File: src/rtl/noise_table_loader.sv
// Noise table loader: copies NUM_WORDS words from a synchronous table ROM into the
// noise wrapper over its location/mem_data/load_mem interface, then waits for
// done_wait (bounded by TIMEOUT cycles) before reporting completion.
// Optional: define NOISE_LOADER_CHECKSUM_EN to add a running XOR checksum output.
module noise_table_loader #(
    parameter int unsigned WORD_W    = 64,
    parameter int unsigned ADDR_W    = 8,
    parameter int unsigned NUM_WORDS = 15,
    parameter int unsigned TIMEOUT   = 1024
) (
    input  logic              clk,
    input  logic              rst,
    input  logic              start,
    output logic [ADDR_W-1:0] rom_addr,
    input  logic [WORD_W-1:0] rom_rdata,
    output logic [ADDR_W-1:0] location,
    output logic [WORD_W-1:0] mem_data,
    output logic              load_mem,
    input  logic              done_wait,
    output logic              busy,
    output logic              done,
    output logic              err_timeout
`ifdef NOISE_LOADER_CHECKSUM_EN
    ,
    output logic [WORD_W-1:0] checksum
`endif
);

    localparam int unsigned       TcntW = $clog2(TIMEOUT + 1);
    localparam logic [ADDR_W-1:0] LastK = ADDR_W'(NUM_WORDS - 1);

    typedef enum logic [2:0] {StIdle, StFetch, StWrite, StWaitAck, StDone} state_e;

    state_e state_q, state_d;

    logic [ADDR_W-1:0] k_q, k_d;
    logic [ADDR_W-1:0] rom_addr_q, rom_addr_d;
    logic [ADDR_W-1:0] location_q, location_d;
    logic [WORD_W-1:0] mem_data_q, mem_data_d;
    logic              load_mem_q, load_mem_d;
    logic              err_q, err_d;
    logic [TcntW-1:0]  tcnt_q, tcnt_d, tcnt_inc;
    logic              start_ok;
    logic              tmo_hit;

    assign start_ok = start && ((state_q == StIdle) || (state_q == StDone));
    // Saturating increment so the counter can never wrap back below TIMEOUT
    assign tcnt_inc = (tcnt_q == {TcntW{1'b1}}) ? tcnt_q : tcnt_q + 1'b1;
    assign tmo_hit  = 32'(tcnt_inc) >= TIMEOUT;

    // State register
    always_ff @(posedge clk) begin
        if (rst) begin
            state_q <= StIdle;
        end else begin
            state_q <= state_d;
        end
    end

    // Next-state decode; done_wait only matters while waiting for the ack
    always_comb begin
        state_d = state_q;
        unique case (state_q)
            StIdle, StDone: if (start_ok) state_d = StFetch;
            StFetch:        state_d = StWrite;
            StWrite:        state_d = (k_q == LastK) ? StWaitAck : StFetch;
            StWaitAck: begin
                if (done_wait || tmo_hit) state_d = StDone;
            end
            default:        state_d = StIdle;
        endcase
    end

    // Datapath next values; location/mem_data only move in WRITE so they hold otherwise
    always_comb begin
        k_d        = k_q;
        rom_addr_d = rom_addr_q;
        location_d = location_q;
        mem_data_d = mem_data_q;
        load_mem_d = 1'b0;
        err_d      = err_q;
        tcnt_d     = tcnt_q;
        unique case (state_q)
            StIdle, StDone: begin
                if (start_ok) begin
                    k_d        = '0;
                    rom_addr_d = '0;
                    err_d      = 1'b0;
                    tcnt_d     = '0;
                end
            end
            StWrite: begin
                mem_data_d = rom_rdata;
                location_d = k_q;
                load_mem_d = 1'b1;
                if (k_q == LastK) begin
                    tcnt_d = '0;
                end else begin
                    k_d        = k_q + 1'b1;
                    rom_addr_d = k_q + 1'b1;
                end
            end
            StWaitAck: begin
                tcnt_d = tcnt_inc;
                if (!done_wait && tmo_hit) err_d = 1'b1;
            end
            default: ;
        endcase
    end

    // Datapath registers
    always_ff @(posedge clk) begin
        if (rst) begin
            k_q        <= '0;
            rom_addr_q <= '0;
            location_q <= '0;
            mem_data_q <= '0;
            load_mem_q <= 1'b0;
            err_q      <= 1'b0;
            tcnt_q     <= '0;
        end else begin
            k_q        <= k_d;
            rom_addr_q <= rom_addr_d;
            location_q <= location_d;
            mem_data_q <= mem_data_d;
            load_mem_q <= load_mem_d;
            err_q      <= err_d;
            tcnt_q     <= tcnt_d;
        end
    end

    // Status outputs decoded from the current state
    always_comb begin
        busy = 1'b0;
        done = 1'b0;
        unique case (state_q)
            StFetch, StWrite, StWaitAck: busy = 1'b1;
            StDone:                      done = 1'b1;
            default: ;
        endcase
    end

    assign rom_addr    = rom_addr_q;
    assign location    = location_q;
    assign mem_data    = mem_data_q;
    assign load_mem    = load_mem_q;
    assign err_timeout = err_q;

`ifdef NOISE_LOADER_CHECKSUM_EN
    logic [WORD_W-1:0] checksum_q, checksum_d;

    // Running XOR of every word fetched from the ROM during this load
    always_comb begin
        checksum_d = checksum_q;
        if (start_ok) begin
            checksum_d = '0;
        end else if (state_q == StWrite) begin
            checksum_d = checksum_q ^ rom_rdata;
        end
    end

    // Checksum register
    always_ff @(posedge clk) begin
        if (rst) begin
            checksum_q <= '0;
        end else begin
            checksum_q <= checksum_d;
        end
    end

    assign checksum = checksum_q;
`endif

endmodule
File: config.mk
export PLATFORM = sky130hd
export DESIGN_NAME = noise_table_loader
export DESIGN_NICKNAME = d
export VERILOG_FILES = /design/src/rtl/noise_table_loader.sv
export SDC_FILE = /design/constraint.sdc
export NUM_CORES = 1
export LEC_CHECK = 0
export CAP_MARGIN = 10
export CORE_MARGIN = 2
export CORE_UTILIZATION = 43
export DETAILED_ROUTE_END_ITERATION = 16
export PLACE_DENSITY = 0.8
export SLEW_MARGIN = 20
export SYNTH_ARGS = -nofsm -noshare
export SYNTH_HDL_FRONTEND = slang
export SYNTH_SLANG_ARGS = --single-unit
File: constraint.sdc
create_clock -name clk -period 2.2 [get_ports clk]
set_input_delay 0.44 -clock clk [delete_from_list [all_inputs] [get_ports clk]]
set_output_delay 0.44 -clock clk [all_outputs]
set_load 0.02 [all_outputs]
== After elaboration in Yosys (flattened, before gate mapping) ==
Cells that the tools add are included.
Word-level totals
  input bits: 68
  register bits after elaboration: 96
  output and inout bits: 84
Cells by class
  add/sub/neg operators: 2
  order comparisons: 1
  eq/ne operators: 11
  reduce and logical (&&, ||, !) cells: 15
  muxes and demuxes: 17
Operator list (number)
  $mux W11: 3
  $pmux W11 S3: 1
  $mux W8: 2
  $pmux W8 S2: 1
  $pmux W3 S4: 1
  $add A11 B1 Y11 const B: 1
  $eq A11 B11 Y1 const B: 1
  $ge A11 B11 Y1 const B: 1
  $ne A2 B2 Y1 const B: 5
  $reduce_and A3 Y1: 3
  $add A8 B1 Y8 const B: 1
  $eq A8 B4 Y1 const B: 1
  $eq A3 B2 Y1 const B: 2
  $mux W3: 2
  $mux W1: 5
  $reduce_bool A2 Y1: 2
  $eq A3 B1 Y1 const B: 1
  $eq A3 B3 Y1 const B: 1
  $logic_not A3 Y1: 1
  $reduce_bool A3 Y1: 1
  $reduce_or A3 Y1: 1
  $logic_and A1 B1 Y1: 2
  $logic_or A1 B1 Y1: 2
  $mux W2: 1
  other kinds (4): 4

== Longest topological paths before layout ==
  word-level depth: 6
  depth in mapped cells: 7
  depth with buffers taken out: 7

== Worst setup path after synthesis ==
Ideal clock, no wire load.
  kind: reg-to-reg
  start: register rom_addr[1] (netlist name)
  end: register tcnt_q[3]
  path slack: 481 ps
  stages on the path, launching flop included: 7
  required time: 2130 ps
  buffers on the path: 0
  arrival: 1650 ps
  cells stage by stage: dfxtp_1 > ha_1 > and3_1 > nand3_2 > a21o_1 > or3_1 > a21oi_1
RTL lines
  end signal, assigned: RTL line 128  | tcnt_q <= tcnt_d;
  end, declared: RTL line 42  | logic [TcntW-1:0] tcnt_q, tcnt_d, tcnt_inc;

== Worst setup path in the final report ==
  start: register rom_addr_q[4] (netlist: rom_addr[4])
  end: output rom_addr[4]
RTL lines
  start, declared: RTL line 37  | logic [ADDR_W-1:0] rom_addr_q, rom_addr_d;
  start signal, assigned: RTL line 123  | rom_addr_q <= rom_addr_d;
  end, declared: RTL line 14  | output logic [ADDR_W-1:0] rom_addr,
No word-level cell between the ends.

==> impl_results.md <==
* Die Wd at ~97 µm
* Final WL at roughly 10000 µm
* Clk sink count at 96
* Kind of critical path: reg -> out
* Pre-Repair DR Iteration Count at 6
* Syn Inst Count at around 470
* Register bit total from synthesis at 96
* Slowest stage delay, CP at a little over 700 ps
* Max cap viols at 0
* Starting Density at 0.448
* Clock power share at 0.354
* TritonCTS clock tree: done
* DRC at 0
* Die ar. at 9410 µm²
* Gr ovfl total at 0
* Sequential share of the synthesized area at 0.516
* Iteration-0 DRC Markers at 143
* Final setup TNS at 0 ps
* Lkg Pwr at 0.00192 µW
* Avg WL per Cell at 13.7 µm
* Post-DRT Antenna Nets at 0
* Int Pwr at about 2700 µW
* Worst-Margin Slew at between 700 and 800 ps
* Post-synth EDFFs at 0
* Row count at 33
* Final instance area at about 5500 µm²
* Most common cell after layout, fill and taps aside: nand2_1
* Yosys cell types at 42
* Final Hold Fails at 0
* Critical Path AT at roughly 1600 ps
* Switch Pwr at between 800 and 900 µW
* Max Freq at approximately 490 MHz
* Vias at ~3600
* Root Driver: clkbuf_8
* Die H at between 90 and 100 µm
* Slew margin rel. at 0.496
* Largest net degree at the start of global routing at 75
* Diode count at 0
* Portion of netlist area occupied by mux cells at 0
* Complex-gate fraction of the synthesized area at 0.160
* Vias in the first global route at 3526
* Via density at 5.05
* Switch share at 0.245
* Synth Cell Area at 3720 µm²
* Hold/Removal Path Class: reg -> reg
* Dominant synthesized flop cell: dfxtp_1
* Setup bufs post-CTS at 0
* Post-Synth Simple-Gate Area at 0.255
* Unrepaired setup endpoints after global routing: no
* Io pins at between 150 and 200
* Minimum clock period at around 2100 ps
* Combinational power share at 0.133
* Adder-cell share of the synthesized area at 0.0101
* Core area at around 8300 µm²
* Async SR Flop Fraction at 0
* Power density cells at ~640 nW/µm²
* Clk_skew at about 14 ps
* Critical path data required time at between 1500 and 2000 ps
* Area growth syn-to-layout at 48.8%
* Gpl congestion at about 0.82
* Crit-path slowest cell: clkdlybuf4s50_1
* CP cell instances: clkdlybuf4s50_1
* Gr usage total at 0.208
* Period utilization at 0.933
* First-pass GRT wire length at ~16000 µm
* Synth Area in XOR/XNOR at 0.0212
* H-tree lvl count at 3
* Yosys Warn Count at 0
* Worst-path maximum fanout at 7
* Crit path buffers/inverters at 1
* Avg Inst Size Synth at a little under 8 µm²
* Clock Path Buffers at 2
* CP top delay family: buffers and inverters
* Main combinational cell family by area after synthesis: simple AND/OR/NAND/NOR gates
* Setup violators final at 0
* Register share of total power at 0.513
* Final-report max-slew violation count at 0
* Endpoint type of the worst setup path: output pin
* Worst Setup Start Kind: flip-flop
* Worst-path clk slew at approximately 90 ps
* Area after DPL at between 5000 and 6000 µm²
* Clock Latency Late Sink at 350 ps
* Initial antenna violation count at 0
* DP Wirelength at about 7100 µm
* Ratio of cells with drive above 1 in the final layout at 0.0601
* Port buffer count at roughly 150
* Peak VDD IR at around 0.37 mV
* Most frequent cells in the layout: nand2_1 (157), clkdlybuf4s50_1 (149), dfxtp_1 (96), a21oi_1 (87), nor2_1 (15)
* CTS Buf Count at 9
* Syn Nets at between 500 and 600
* Nets at around 680
* Status: finished clean
==> Yosys cell counts (2+ instances only) <==
cell / number / area share
a21o_1: 3 / 0.0061
a21oi_1: 87 / 0.12
nor2b_1: 2 / 0.0034
nor2_1: 15 / 0.015
nand2_1: 157 / 0.16
dfxtp_1: 96 / 0.52
inv_1: 6 / 0.0061
nand3_1: 9 / 0.012
nor4_4: 2 / 0.011
and2_1: 4 / 0.0067
xor2_1: 3 / 0.0071
xnor2_1: 6 / 0.014
ha_1: 3 / 0.010
or3_1: 2 / 0.0034
o21ai_0: 12 / 0.016
nand2b_1: 2 / 0.0034
a211oi_1: 4 / 0.0081
nor3_1: 3 / 0.0040
buf_2: 9 / 0.012
nand4_1: 3 / 0.0050
clkbuf_1: 19 / 0.019
==> worst reg2reg max path: cells and delay by family (launching register included) <==
family,cells,cell delay (ps)
buf+inv,1,100
simple gates,3,670
compound gates,2,380
fa+ha+maj,1,180
flops,1,370
==> through the flow <==
| stage | hold WS, ps | std cells | total power (µW) | worst slack (ps) | util |
|---|---|---|---|---|---|
| after floorplan | 442 | 468 | 2070 | 481 | - |
| after global placement | 436 | 705 | 2320 | 129 | 0.640 |
| after detailed placement | 440 | 705 | 2330 | 106 | 0.640 |
| after CTS | 453 | 721 | 3590 | 82.4 | 0.667 |
| after global routing | 476 | 721 | 3700 | 54.8 | 0.667 |
| final | 456 | 721 | 3550 | 147 | 0.667 |
==> metal layers <==
layer	global-route usage	vias to the layer above	part of all wire
li1	-	1831	-
met1	0.251	1667	0.43
met2	0.358	124	0.48
met3	0.0484	20	0.063
met4	0.0791	0	0.022
met5	0	-	0
==> state kept, by name, summed over array words and instances (netlist names) <==
register,flops
mem_data,64
tcnt_q,11
location,8
rom_addr,8
state_q,3
err_timeout,1
load_mem,1
==> cell families after synthesis <==
logic type,after synthesis
simple gates,214
compound gates,112
flops,96
buf+inv,34
xor+xnor,9
fa+ha+maj,3
==> power groups by stage <==
stage / registers [µW] / logic [µW] / clock network (µW)
floorplan: 1910 / 160 / 0
global placement: 1860 / 466 / 0
detailed placement: 1860 / 473 / 0
CTS: 1820 / 475 / 1300
global route: 1830 / 509 / 1360
finish: 1820 / 471 / 1260
==> path summary, 6_finish.rpt <==
| kind | depth (start not counted) | end | slack (ps) | start |
|---|---|---|---|---|
| max reg2reg | 7 | tcnt_q[3] | 430 | rom_addr[0] |
| max | 1 | rom_addr[4] | 150 | rom_addr[4] |
| min reg2reg | 2 | err_timeout | 460 | err_timeout |
| min | 2 | err_timeout | 460 | err_timeout |
==> what timing repair did <==
item | CTS | global route
gates resized for setup | 0 | 1
setup endpoints to repair | 0 | 1
hold buffers | 0 | 0
==> layout make-up <==
cell class,instances,area (µm²)
flip-flops and latches,96,1920
clock buffers,10,128
multi-input cells,338,1670
repair buffers,160,1580
inverters,6,22.5
well taps,105,131
fillers,698,2760
clock inverters,6,91.3
(Power assumes the default switching activity.)
